===== config.mk =====
export PLATFORM = sky130hd
export DESIGN_NAME = btn_debounce
export DESIGN_NICKNAME = d
export VERILOG_FILES = /design/src/rtl/btn_pkg.sv /design/src/rtl/btn_sync.sv /design/src/rtl/btn_debounce.sv
export SDC_FILE = /design/constraint.sdc
export NUM_CORES = 1
export LEC_CHECK = 0
export CORE_MARGIN = 1
export CORE_UTILIZATION = 55
export DETAILED_ROUTE_END_ITERATION = 16
export DONT_BUFFER_PORTS = 1
export PLACE_DENSITY = 0.77
export SYNTH_ARGS = -nofsm -noshare
export SYNTH_HDL_FRONTEND = slang
export SYNTH_SLANG_ARGS = --single-unit

===== constraint.sdc =====
create_clock -name clk -period 1.8 [get_ports clk]
set_input_delay 0.27 -clock clk [delete_from_list [all_inputs] [get_ports clk]]
set_output_delay 0.27 -clock clk [all_outputs]
set_load 0.05 [all_outputs]

===== src/rtl/btn_pkg.sv =====
// Shared types and defaults for the pushbutton debouncer.
// The state encoding is fixed at 2 bits so the FSM register is always two flops.
package btn_pkg;

    typedef enum logic [1:0] {
        ST_IDLE         = 2'd0,
        ST_PRESS_WAIT   = 2'd1,
        ST_PRESSED      = 2'd2,
        ST_RELEASE_WAIT = 2'd3
    } btn_state_t;

    // 20 ms debounce window and 3 s long-press threshold at 50 MHz
    localparam int unsigned DEBOUNCE_CYCLES_DEF = 1_000_000;
    localparam int unsigned LONG_CYCLES_DEF     = 150_000_000;

    localparam int unsigned DEBOUNCE_CYCLES_MAX = (1 << 20) - 1;
    localparam int unsigned LONG_CYCLES_MAX     = (1 << 28) - 1;

    // Counter width able to hold 0..n-1; never narrower than one bit.
    function automatic int unsigned cnt_width(input int unsigned n);
        return (n < 2) ? 1 : $clog2(n);
    endfunction

endpackage


===== src/rtl/btn_sync.sv =====
// Two-flop synchronizer for the asynchronous button pin.
// RST_VAL is the pin level when the button is released, so a reset
// never looks like a press to the downstream FSM.
module btn_sync #(
    parameter logic RST_VAL = 1'b1
) (
    input  logic clk,
    input  logic rst,
    input  logic d,
    output logic q
);

    logic meta;

    // Two-stage resynchronisation into the clk domain
    always_ff @(posedge clk) begin
        if (!rst) begin
            meta <= RST_VAL;
            q    <= RST_VAL;
        end else begin
            meta <= d;
            q    <= meta;
        end
    end

endmodule


===== src/rtl/btn_debounce.sv =====
// Pushbutton debouncer with press/release/long-hold pulses.
// Optional long-press detection is built only when BTN_LONG_PRESS_EN is
// defined; otherwise the hold counter is absent and btn_long is tied low.
//
// state           | meaning
// ----------------+-----------------------------------------------------
// ST_IDLE         | button released, waiting for a pressed sample
// ST_PRESS_WAIT   | pressed samples being counted toward acceptance
// ST_PRESSED      | press accepted, btn_level high, hold time accumulating
// ST_RELEASE_WAIT | released samples being counted; btn_level still high
module btn_debounce
    import btn_pkg::*;
#(
    parameter int unsigned DEBOUNCE_CYCLES = DEBOUNCE_CYCLES_DEF,
    parameter int unsigned LONG_CYCLES     = LONG_CYCLES_DEF,
    parameter bit          ACTIVE_LOW      = 1'b1
) (
    input  logic clk,
    input  logic rst,
    input  logic btn_raw,
    output logic btn_level,
    output logic btn_press,
    output logic btn_release,
    output logic btn_long
);

    if (DEBOUNCE_CYCLES < 2 || DEBOUNCE_CYCLES > DEBOUNCE_CYCLES_MAX) begin : g_bad_debounce
        $error("btn_debounce: DEBOUNCE_CYCLES out of range");
    end
    if (LONG_CYCLES <= DEBOUNCE_CYCLES || LONG_CYCLES > LONG_CYCLES_MAX) begin : g_bad_long
        $error("btn_debounce: LONG_CYCLES out of range");
    end

    localparam int unsigned DB_W = cnt_width(DEBOUNCE_CYCLES);
    localparam logic [DB_W-1:0] DB_TC = DB_W'(DEBOUNCE_CYCLES - 1);

    btn_state_t      state;
    logic [DB_W-1:0] db_cnt;
    logic            raw_sync;
    logic            s;

    // Released pin level is the reset value so reset never fakes a press
    btn_sync #(
        .RST_VAL (ACTIVE_LOW)
    ) u_sync (
        .clk (clk),
        .rst (rst),
        .d   (btn_raw),
        .q   (raw_sync)
    );

    assign s = ACTIVE_LOW ? ~raw_sync : raw_sync;

    // Debounce FSM: all outputs registered, pulses default low each cycle
    always_ff @(posedge clk) begin
        if (!rst) begin
            state       <= ST_IDLE;
            db_cnt      <= '0;
            btn_level   <= 1'b0;
            btn_press   <= 1'b0;
            btn_release <= 1'b0;
        end else begin
            btn_press   <= 1'b0;
            btn_release <= 1'b0;
            case (state)
                ST_IDLE: begin
                    if (s) begin
                        state  <= ST_PRESS_WAIT;
                        db_cnt <= '0;
                    end
                end
                ST_PRESS_WAIT: begin
                    if (!s) begin
                        state  <= ST_IDLE;
                        db_cnt <= '0;
                    end else if (db_cnt == DB_TC) begin
                        state     <= ST_PRESSED;
                        db_cnt    <= '0;
                        btn_level <= 1'b1;
                        btn_press <= 1'b1;
                    end else begin
                        db_cnt <= db_cnt + DB_W'(1);
                    end
                end
                ST_PRESSED: begin
                    if (!s) begin
                        state  <= ST_RELEASE_WAIT;
                        db_cnt <= '0;
                    end
                end
                ST_RELEASE_WAIT: begin
                    if (s) begin
                        state  <= ST_PRESSED;
                        db_cnt <= '0;
                    end else if (db_cnt == DB_TC) begin
                        state       <= ST_IDLE;
                        db_cnt      <= '0;
                        btn_level   <= 1'b0;
                        btn_release <= 1'b1;
                    end else begin
                        db_cnt <= db_cnt + DB_W'(1);
                    end
                end
                default: begin
                    state     <= ST_IDLE;
                    db_cnt    <= '0;
                    btn_level <= 1'b0;
                end
            endcase
        end
    end

`ifdef BTN_LONG_PRESS_EN
    localparam int unsigned HOLD_W = cnt_width(LONG_CYCLES);
    localparam logic [HOLD_W-1:0] HOLD_TC  = HOLD_W'(LONG_CYCLES - 1);
    localparam logic [HOLD_W-1:0] HOLD_PRE = HOLD_W'(LONG_CYCLES - 2);

    logic [HOLD_W-1:0] hold_cnt;
    logic              release_done;

    // The cycle that takes the FSM back to IDLE also ends the hold
    assign release_done = (state == ST_RELEASE_WAIT) && !s && (db_cnt == DB_TC);

    // Hold timer: saturates at the threshold, so btn_long fires only on the
    // single step into saturation; survives release glitches via RELEASE_WAIT
    always_ff @(posedge clk) begin
        if (!rst) begin
            hold_cnt <= '0;
            btn_long <= 1'b0;
        end else begin
            btn_long <= 1'b0;
            if (state == ST_PRESSED) begin
                if (hold_cnt != HOLD_TC) begin
                    hold_cnt <= hold_cnt + HOLD_W'(1);
                    btn_long <= (hold_cnt == HOLD_PRE);
                end
            end else if (state == ST_IDLE || release_done) begin
                hold_cnt <= '0;
            end
        end
    end
`else
    assign btn_long = 1'b0;
`endif

endmodule


Word level (Yosys, flattened, before mapping) --
Index checks and enable logic that the tools add are counted.
Storage, ports and cells: register bits after elaboration 27, output and inout bits 4, word-level logic and storage cells 48
Operators by class: $add $sub $neg 1, eq/ne operators 12, mux-type cells 19, bitwise operators 2, reductions and logical operators 7
Operators with widths (count):
- $mux W20 | 5
- $pmux W20 S4 | 1
- $add A20 B1 Y20 const B | 1
- $eq A20 B20 Y1 const B | 1
- $mux W2 | 6
- $ne A2 B2 Y1 const B | 4
- $pmux W2 S4 | 1
- $mux W1 | 5
- $reduce_and A5 Y1 | 1
- $eq A2 B2 Y1 const B | 2
- $ne A2 B1 Y1 const B | 2
- $reduce_and A4 Y1 | 1
- $ne A3 B2 Y1 const B | 1
- $ne A3 B3 Y1 const B | 1
- $reduce_and A3 Y1 | 1
- $reduce_or A3 Y1 | 1
- $eq A2 B1 Y1 const B | 1
- $logic_not A2 Y1 | 1
- $not A1 Y1 | 2
- $pmux W1 S2 | 1
- $reduce_and A2 Y1 | 1
- $reduce_bool A2 Y1 | 1

Depth between registers and ports, before layout --
Gate-level depths: netlist (run 1).
depth after elaboration 4, gate-level depth with buffers 7, gate-level depth less buffers 6

By module --
A second synthesis (run 1) with hierarchy kept.
Second synthesis, totals: cell total of the unflattened synthesis 158, area total of the unflattened synthesis 1386.3 µm²
Modules (own cells, without submodules):
- btn_debounce | instances 1, cells an instance 154, area an instance 1333.8 µm², seq. area each 500.5 µm²
- btn_sync | instances 1, cells an instance 4, area an instance 52.6 µm², seq. area each 40.0 µm²

Worst setup path after synthesis (run 1) --
OpenSTA, ideal clock, no wires.
path kind register -> register, start reg db_cnt[0], end reg db_cnt[8], setup time 0.117 ns, data arrival time 1.592 ns, setup slack 0.091 ns, cell stages (with the launch flop) 8, path through dfxtp_1 > ha_1 > nand3_2 > nor3_2 > a211oi_2 > buf_6 > a21o_1 > a22o_1
On the way: cells in the longest elaborated chain, start to end 4
RTL lines:
- from (decl) | line btn_debounce.sv:38 | logic [DB_W-1:0] db_cnt;
- from (signal assigned) | line btn_debounce.sv:82 | db_cnt <= db_cnt + DB_W'(1);
- from (signal assigned) | line btn_debounce.sv:101 | db_cnt <= db_cnt + DB_W'(1);
- $add A20 B1 Y20 / $eq A20 B20 Y1 (equally long branches)
- $mux W20 (*) | line btn_debounce.sv:76, btn_debounce.sv:95
- $mux W20, on equally long branches | line btn_debounce.sv:92, btn_debounce.sv:73
- $pmux W20 S4 (*) | line btn_debounce.sv:65 | case (state)
Every way passes the cells marked *; elsewhere a longest branch is shown, timed or not. A chain may end at the register's enable or synchronous reset.

Worst setup path in the final report (run 1) --
start reg db_cnt[4], end reg db_cnt[18]
Same word-level chain as after synthesis.

==> results of run 1 <==
## path summary, 6_finish.rpt
| path | slack [ns] | from | endpoint |
|---|---|---|---|
| min | 0.02 | rst | u_sync.meta$_SDFF_PN1_ |
| min reg2reg | 0.45 | u_sync.meta$_SDFF_PN1_ | u_sync.q$_SDFF_PN1_ |
| max | 0.1 | db_cnt[4]$_SDFFE_PN0P_ | db_cnt[18]$_SDFFE_PN0P_ |
| max reg2reg | 0.1 | db_cnt[4]$_SDFFE_PN0P_ | db_cnt[18]$_SDFFE_PN0P_ |
## power by group
group | switching, mW | internal [mW]
combinational | 0.0475 | 0.0296
sequential | 0.00572 | 0.604
clock | 0.192 | 0.0839
total | 0.246 | 0.718
## final cells by class
class,count,area (sq um)
Tap cell,28,35.0
Inverter,7,26.3
Clock inverter,1,5.00
Fill cell,179,608
Multi-Input combinational cell,120,795
Sequential cell,27,546
Clock buffer,3,22.5
Timing Repair Buffer,27,218
## layer usage
metal | wire, um | up-vias
met5 | 0 | -
met4 | 29 | 0
met3 | 190 | 5
met2 | 1540 | 43
met1 | 1390 | 592
li1 | - | 631
## worst max-delay path, delay by kind of cell, from the launching register on
family          cells  cell delay, ns
simple gates        3            0.90
compound gates      1            0.06
flops               1            0.49
xor+xnor            1            0.16
## layout by cell type (no fill, tap or decap), types with 2 or more instances in the layout
master,n
dfxtp_1,23
buf_4,25
nand2b_1,4
a31oi_1,13
nor3_1,2
mux2i_1,2
and3_1,4
clkbuf_4,3
nor3_4,2
xor2_1,2
nand2_1,23
o22ai_1,3
nand4_1,3
dfxtp_2,4
nand3_2,2
nand3_1,7
inv_1,6
xnor2_1,3
and4_1,2
a21oi_1,10
nor2_1,9
o21ai_0,6
## cells by family (layout without fill, tap and decap cells)
| family | Yosys count | in the layout | synth area share [%] |
|---|---|---|---|
| other cells | 1 | 1 | 0.278 |
| compound gates | 43 | 43 | 20.2 |
| fa+ha+maj | 1 | 1 | 0.927 |
| flops | 27 | 27 | 40.1 |
| xor+xnor | 5 | 5 | 3.25 |
| simple gates | 68 | 68 | 29.1 |
| mux | 2 | 2 | 1.48 |
| buf+inv | 12 | 38 | 4.64 |
## sequential cells by signal, summed over array words and instances, names as in the netlist, named ones only
signal,flops
u_sync.q,1
btn_release,1
state,1
db_cnt,20
u_sync.meta,1
btn_level,1
btn_press,1
## metrics by stage
stage / power, mW / hold slack, ns
floorplan: 0.669 / 0.343
global placement: 0.693 / 0.344
detailed placement: 0.697 / 0.348
CTS: 0.966 / 0.0139
global route: 0.998 / 0.0153
finish: 0.963 / 0.0177
## timing repair
| item | 4_1_cts | 5_1_grt |
|---|---|---|
| buffers inserted | 0 | 1 |
| gates resized for setup | 3 | 9 |
| pin swaps | 0 | 3 |
| hold buffers | 1 | 0 |
| hold endpoints to repair | 1 | 0 |
| setup endpoints to repair | 8 | 12 |
==> flow_summary.json, run 1 <==
{
  "busiest_layer": "met2",
  "p_leak_nw": 0.625,
  "worst-path-max-fanout": 8,
  "run_status": "finished clean",
  "clk_latency_ns": 0.35,
  "clock_sinks": 27,
  "avgSynthCellArea_sq_um": 8.48,
  "rsz0062_at_grt": "false",
  "diodes": 0,
  "drt-wirelength-per-cell_um": 14.8,
  "numCtsBuffers": 3,
  "overflow": 0,
  "via_per_inst": 5.97,
  "fin_ws_ns": 0.0980,
  "syn_nets": 163,
  "wl_mm": 3.15,
  "port_buffers": 0,
  "cts_buffer_depth": 2,
  "yosysWarnings": 0,
  "die_height_um": 51.5,
  "antenna_left": 0,
  "root_buffer": "clkbuf_4",
  "htree_levels": 1,
  "finalCritPeriodShare_pct": 94.6,
  "first_iter_violations": 48,
  "cp.arrival_ns": 1.94,
  "ys_ff_latch": 27,
  "drv_slew": 0,
  "syn_to_final_growth_pct": 22.1,
  "rows": 17,
  "drive_above_1_share_pct": 26.5,
  "via_count": 1271,
  "coreArea_sq_um": 2250,
  "dieArea_sq_um": 2650,
  "worstPathRequired_ns": 2.04,
  "fin_nets": 190,
  "cpMaxStageDelayCell": "or4_4",
  "synth_top_area_share_pct": 40.1,
  "gp_congestion": 0.898,
  "placed_area_sq_um": 1550,
  "use_met1_pct": 35.2,
  "ys_seq_area_share_pct": 40.1,
  "die_x_um": 51.5,
  "slowest_delay_ns": 0.57,
  "hold_viol": 0,
  "finish.instance_area_sq_um": 1650,
  "yosys_most_used_dff": "dfxtp_1",
  "critPathKind": "reg -> reg",
  "ys_types": 46,
  "clk_pin_slew_ns": 0.14,
  "fmax_mhz": 588,
  "powerDensity_nw_per_um2": 585,
  "cap_violations": 0,
  "drt_pass1_iterations": 4,
  "synth_area_leaders": "dfxtp_1 (40%), nand2_1 (6.7%), a31oi_1 (6.0%)",
  "period_minus_slack_ns": 1.70,
  "dp_hpwl_mm": 2.29,
  "setup_viol": 0,
  "placed_cells": 207,
  "syn-cell-area_sq_um": 1350,
  "pin_count": 7,
  "cts_tree": "yes",
  "synth_edf_count": 0,
  "grt_pass1_vias": 1184,
  "vdd_ir_drop_max_mv": 0.648,
  "r2r_cells": 5,
  "finalClockSkew_ns": 0.0176,
  "synth-async-reset-ratio_pct": 0,
  "synth_common_cells": "dfxtp_1 (27), nand2_1 (24), a31oi_1 (13)",
  "yosysMostFrequentCell": "dfxtp_1",
  "drc_errors": 0,
  "grt_max_degree": 16,
  "netlist_instances": 159,
  "min_path_cells": 1,
  "setup_tns_ns": 0,
  "holdCritPathClass": "in -> reg",
  "grt_use_met2_pct": 44.2,
  "dp_slack_ns": -0.0153,
  "initial_core_util_pct": 59.8,
  "fin_cells": 213,
  "grt_first_pass_wirelength_mm": 5.22,
  "antenna_found_initial": 0,
  "crit_chain": "nand3_2 > or4_4 > nor3_4 > xnor2_1 > o21ai_2",
  "track_usage_pct": 26.8,
  "yosysTopAreaCell": "dfxtp_1",
  "met3_usage_pct": 6.73,
  "crit_path_start_kind": "register",
  "final_util_pct": 73.0,
  "crit_path_end_kind": "register"
}
No activity file was read; power rests on OpenSTA's default activity.
==> inputs of run 2 (changes only) <==
--- a/config.mk
+++ b/config.mk
@@ -6,10 +6,10 @@
 export NUM_CORES = 1
 export LEC_CHECK = 0
 export CORE_MARGIN = 1
-export CORE_UTILIZATION = 55
+export CORE_UTILIZATION = 61
 export DETAILED_ROUTE_END_ITERATION = 16
 export DONT_BUFFER_PORTS = 1
-export PLACE_DENSITY = 0.77
+export PLACE_DENSITY = 0.81
 export SYNTH_ARGS = -nofsm -noshare
 export SYNTH_HDL_FRONTEND = slang
 export SYNTH_SLANG_ARGS = --single-unit
==> constraint.sdc (replaced) <==
create_clock -name clk -period 1.75 [get_ports clk]
set_input_delay 0.2625 -clock clk [delete_from_list [all_inputs] [get_ports clk]]
set_output_delay 0.2625 -clock clk [all_outputs]
set_load 0.05 [all_outputs]
==> run 2 against run 1 <==
Non-clock buffer count down 8. Final cell count down 4.2%. Via count up 0.31%. Cell area down 5.2%. Sequential share of layout area up 1.8 points. Total power up 0.73%. Critical path depth up 1. Critical path type unchanged.
==> flow_summary.json, run 2 (same netlist as run 1, synthesis figures left out) <==
{
  "crit_path_start_kind": "register",
  "worstPathRequired_ns": 1.98,
  "cts_buffer_depth": 2,
  "wl_mm": 3.01,
  "initial_core_util_pct": 66.7,
  "rrSetupSlack_ns": 0.06,
  "crit_chain": "ha_1 > nand3_2 > or4_4 > nor3_4 > xnor2_1 > o21ai_2",
  "crit_path_end_kind": "register",
  "antenna_left": 0,
  "fin_nets": 182,
  "r2r_cells": 6,
  "first_iter_violations": 40,
  "multi_input_area_sq_um": 779,
  "hold_viol": 0,
  "fin_ws_ns": 0.0598,
  "clock_sinks": 27,
  "finalCritPeriodShare_pct": 96.6,
  "grt_max_degree": 16,
  "final_util_pct": 77.2,
  "final_cell_mix": "dfxtp_1 (24), nand2_1 (23), buf_4 (17)",
  "worst-path-max-fanout": 5,
  "dp_hpwl_mm": 2.18,
  "diodes": 0,
  "tightestPinTransition_ns": 0.579,
  "drive_above_1_share_pct": 23.7,
  "grt_first_pass_wirelength_mm": 4.98,
  "die_x_um": 49.0,
  "dp_slack_ns": 0.00537,
  "relSlewSlack_pct": 61.2,
  "drv_slew": 0,
  "drt-wirelength-per-cell_um": 14.8,
  "layout_commonest_cell": "dfxtp_1",
  "antenna_found_initial": 0,
  "drt_pass1_iterations": 4,
  "fmax_mhz": 592,
  "cts_tree": "yes",
  "port_buffers": 0,
  "timing.rr.start": "db_cnt[1]$_SDFFE_PN0P_",
  "power.total_mw": 0.970,
  "overflow": 0,
  "coreArea_sq_um": 2020,
  "clk_pin_slew_ns": 0.15,
  "ff_latch_area_sq_um": 544,
  "placed_area_sq_um": 1470,
  "grt_pass1_vias": 1080,
  "p_leak_nw": 0.589,
  "largest_register_ffs": 20,
  "cap_violations": 0,
  "run_status": "finished clean",
  "die_height_um": 49.0,
  "numCtsBuffers": 3,
  "dieArea_sq_um": 2400,
  "largest-register": "db_cnt",
  "period_minus_slack_ns": 1.69,
  "cpMaxStageDelayCell": "or4_4",
  "nFillCells": 141,
  "cp-endpoint": "db_cnt[18]$_SDFFE_PN0P_",
  "root_buffer": "clkbuf_4",
  "r2r_end": "db_cnt[18]$_SDFFE_PN0P_",
  "drc_errors": 0,
  "finish.instance_area_sq_um": 1560,
  "track_usage_pct": 27.4,
  "cp.arrival_ns": 1.92,
  "setup_tns_ns": 0,
  "via_count": 1275,
  "vdd_ir_drop_max_mv": 0.495,
  "clk_latency_ns": 0.33,
  "setup_viol": 0,
  "via_per_inst": 6.25,
  "critPathKind": "reg -> reg",
  "pin_count": 7,
  "crit_start": "db_cnt[1]$_SDFFE_PN0P_",
  "gp_congestion": 0.897,
  "finalClockSkew_ns": 0.0124,
  "slowest_delay_ns": 0.55,
  "rows": 16,
  "holdCritPathClass": "in -> reg",
  "syn_to_final_growth_pct": 15.7,
  "powerDensity_nw_per_um2": 622,
  "htree_levels": 1
}
run 2: power breakdown:
group | leakage (nW) | total, mW | switching, mW | internal (mW)
logic | 0.352 | 0.0723 | 0.0464 | 0.0259
registers | 0.219 | 0.629 | 0.00712 | 0.622
clock network | 0.0177 | 0.269 | 0.183 | 0.0859
run 2: worst max-delay path, delay by kind of cell (launching register included):
kind | cells | cell delay [ns]
xor+xnor | 1 | 0.15
simple gates | 3 | 0.82
flops | 1 | 0.37
compound gates | 1 | 0.06
fa+ha+maj | 1 | 0.18
run 2: what timing repair did:
action,4_1_cts,5_1_grt
hold endpoints to repair,2,0
buffers inserted,0,1
pin swaps,0,1
gates resized for setup,1,9
hold buffers,1,0
setup endpoints to repair,2,12
run 2: final cells by class:
cell class                      instances  area share, %
Multi-Input combinational cell        120           50.0
Sequential cell                        27           34.9
Timing Repair Buffer                   19           9.54
Tap cell                               27           2.17
Inverter                                7           1.68
Clock buffer                            3           1.44
Clock inverter                          1          0.321
run 2: worst min path at each step:
stage | start | end | slack, ns | cells after the start
global route | btn_raw | u_sync.meta$_SDFF_PN1_ | 0.02 | 1
finish | btn_raw | u_sync.meta$_SDFF_PN1_ | 0.02 | 1
detailed placement | rst | u_sync.meta$_SDFF_PN1_ | 0.34 | 1
CTS | btn_raw | u_sync.meta$_SDFF_PN1_ | 0.01 | 1
global placement | rst | u_sync.q$_SDFF_PN1_ | 0.34 | 1
floorplan | rst | u_sync.meta$_SDFF_PN1_ | 0.34 | 1
run 2: routing by layer:
| layer | vias up | part of all wire [%] | wire (um) | track usage, % |
|---|---|---|---|---|
| met5 | - | 0 | 0 | 0 |
| met4 | 0 | 2.3 | 68 | 10.3 |
| met3 | 9 | 5.1 | 152 | 4.67 |
| met2 | 40 | 46 | 1390 | 41.0 |
| met1 | 607 | 47 | 1400 | 39.3 |
| li1 | 619 | - | - | - |
run 2: stage by stage:
stage / hold WS (ns) / cells
6_report: 0.0171 / 204
4_1_cts: 0.0107 / 203
3_3_place_gp: 0.337 / 198
3_5_place_dp: 0.340 / 198
5_1_grt: 0.0163 / 204
2_1_floorplan: 0.336 / 159
==> inputs of run 3 (changes only) <==
--- a/config.mk
+++ b/config.mk
@@ -9,7 +9,7 @@
 export CORE_UTILIZATION = 61
 export DETAILED_ROUTE_END_ITERATION = 16
 export DONT_BUFFER_PORTS = 1
-export PLACE_DENSITY = 0.81
+export PLACE_DENSITY = 0.84
 export SYNTH_ARGS = -nofsm -noshare
 export SYNTH_HDL_FRONTEND = slang
 export SYNTH_SLANG_ARGS = --single-unit
==> run 3 against run 2 <==
The run now ends with setup timing left. Via count rose by 4.6%. Die area unchanged. Final cell count rose by 0.49%. Sequential share of layout area shrank 1.2 points. Worst setup slack got worse by 0.077 ns. Critical path depth stayed put. Total power down 0.42%. Register-to-register slack worse by 0.08 ns. Combinational power up 2.9%. First-iteration DRC count is 140% higher. Largest cell class unchanged.
==> flow_summary.json, run 3 (same netlist as run 1, synthesis figures left out) <==
{
  "run_status": "finished, violations left",
  "violations": "setup timing",
  "clock_sinks": 27,
  "worst-path-max-fanout": 5,
  "tightestPinTransition_ns": 0.630,
  "antenna_found_initial": 0,
  "drt_pass1_iterations": 5,
  "p_leak_nw": 0.601,
  "holdCritPathClass": "in -> reg",
  "rows": 16,
  "cpMaxStageDelayCell": "or4_4",
  "critPathKind": "reg -> reg",
  "relSlewSlack_pct": 57.7,
  "die_height_um": 49.0,
  "pin_count": 7,
  "hold_slack_ns": 0.0383,
  "power.total_mw": 0.966,
  "crit_chain": "ha_4 > nand3_4 > or4_4 > nor3_4 > xnor2_2 > o21ai_2",
  "cp_top_family": "simple AND/OR/NAND/NOR gates",
  "clk_pin_slew_ns": 0.14,
  "p_int_mw": 0.736,
  "htree_levels": 1,
  "cap_violations": 0,
  "placed_cells": 197,
  "drc_errors": 0,
  "numCtsBuffers": 3,
  "overflow": 0,
  "drt-wirelength-per-cell_um": 16.6,
  "largest-register": "db_cnt",
  "cts_buffer_depth": 2,
  "r2r_cells": 6,
  "dieArea_sq_um": 2400,
  "switching_power_mw": 0.230,
  "gp_congestion": 0.844,
  "crit_path_end_kind": "register",
  "clock_power_share_pct": 27.2,
  "fin_nets": 183,
  "grt_max_degree": 15,
  "finalClockSkew_ns": 0.00623,
  "crit_start": "db_cnt[1]$_SDFFE_PN0P_",
  "cp.depth": 6,
  "cts_tree": "yes",
  "grt_first_pass_wirelength_mm": 4.88,
  "via_count": 1334,
  "hold_viol": 0,
  "syn_to_final_growth_pct": 20.1,
  "final_cell_mix": "nand2_1 (23), dfxtp_1 (23), buf_4 (18)",
  "powerDensity_nw_per_um2": 596,
  "rsz0062_at_grt": "true",
  "r2r_end": "db_cnt[18]$_SDFFE_PN0P_",
  "fin_cells": 205,
  "diodes": 0,
  "dp_hpwl_mm": 2.26,
  "cp.arrival_ns": 2.00,
  "port_buffers": 0,
  "finalCritPeriodShare_pct": 101,
  "track_usage_pct": 26.3,
  "comb_power_share_pct": 7.7,
  "path_buf_inv": 0,
  "cp-endpoint": "db_cnt[18]$_SDFFE_PN0P_",
  "root_buffer": "clkbuf_4",
  "fin_ws_ns": -0.0172,
  "wl_mm": 3.41,
  "largest_register_ffs": 20,
  "drive_above_1_share_pct": 24.7,
  "setup_viol": 1,
  "antenna_left": 0,
  "swShare_pct": 23.8,
  "die_x_um": 49.0,
  "coreArea_sq_um": 2020,
  "slowest_delay_ns": 0.58,
  "clk_latency_ns": 0.32,
  "crit_path_start_kind": "register",
  "period_minus_slack_ns": 1.77,
  "drv_slew": 0,
  "worstPathRequired_ns": 1.98,
  "initial_core_util_pct": 66.7,
  "first_iter_violations": 95,
  "via_per_inst": 6.51,
  "vdd_ir_drop_max_mv": 0.487,
  "grt_pass1_vias": 1124,
  "timing.rr.start": "db_cnt[1]$_SDFFE_PN0P_",
  "p_seq_share_pct": 65.1,
  "fmax_mhz": 566,
  "rrSetupSlack_ns": -0.02
}
[run 3: worst reg2reg max path: cells and delay by family (launching register included)]
kind | cells | cell delay (ns)
xor gates and xnor gates | 1 | 0.15
DFF | 1 | 0.38
and+or+nand+nor | 3 | 0.92
AOI/OAI and AO/OA | 1 | 0.06
adders and majority gates | 1 | 0.17
[run 3: power groups by stage]
| stage | registers [mW] | clock network, mW | logic (mW) |
|---|---|---|---|
| finish | 0.629 | 0.263 | 0.0744 |
| global route | 0.630 | 0.289 | 0.0800 |
| CTS | 0.628 | 0.260 | 0.0673 |
| detailed placement | 0.641 | 0 | 0.0672 |
| global placement | 0.641 | 0 | 0.0645 |
| floorplan | 0.648 | 0 | 0.0400 |
[run 3: cell type report]
type | instances | area [sq um]
inverters | 7 | 26.3
well taps | 27 | 33.8
fillers | 124 | 402
multi-input cells | 120 | 823
flip-flops and latches | 27 | 546
repair buffers | 20 | 165
clock buffers | 4 | 26.3
[run 3: timing repair]
action	CTS	global route
gates resized for setup	3	13
setup buffers	0	3
hold buffers	0	1
pin swaps	1	5
hold endpoints to repair	0	2
setup endpoints to repair	7	17
[run 3: worst min-delay path by stage]
| stage | cells past startpoint | startpoint | endpoint |
|---|---|---|---|
| 3_3_place_gp | 1 | rst | u_sync.q$_SDFF_PN1_ |
| 4_1_cts | 1 | rst | u_sync.q$_SDFF_PN1_ |
| 6_report | 1 | btn_raw | u_sync.meta$_SDFF_PN1_ |
| 2_1_floorplan | 1 | rst | u_sync.meta$_SDFF_PN1_ |
| 5_1_grt | 1 | btn_raw | u_sync.meta$_SDFF_PN1_ |
| 3_5_place_dp | 1 | rst | u_sync.meta$_SDFF_PN1_ |
[run 3: through the flow]
step           worst slack, ns  utilization, %  area, sq um  TNS, ns
5_1_grt                -0.0664            80.1         1620   -0.137
4_1_cts                0.00242            74.3         1500        0
2_1_floorplan           0.0413               -         1350        0
3_5_place_dp           -0.0345            72.5         1470  -0.0832
6_report               -0.0172            80.1         1620  -0.0172
3_3_place_gp            0.0559            72.5         1470        0
[run 3: per-layer routing]
| layer | vias up | track usage (%) | share of wire (%) |
|---|---|---|---|
| met2 | 77 | 45.8 | 48 |
| li1 | 621 | - | - |
| met4 | 0 | 6.37 | 2.8 |
| met5 | - | 0 | 0 |
| met1 | 618 | 34.1 | 41 |
| met3 | 18 | 3.74 | 7.9 |
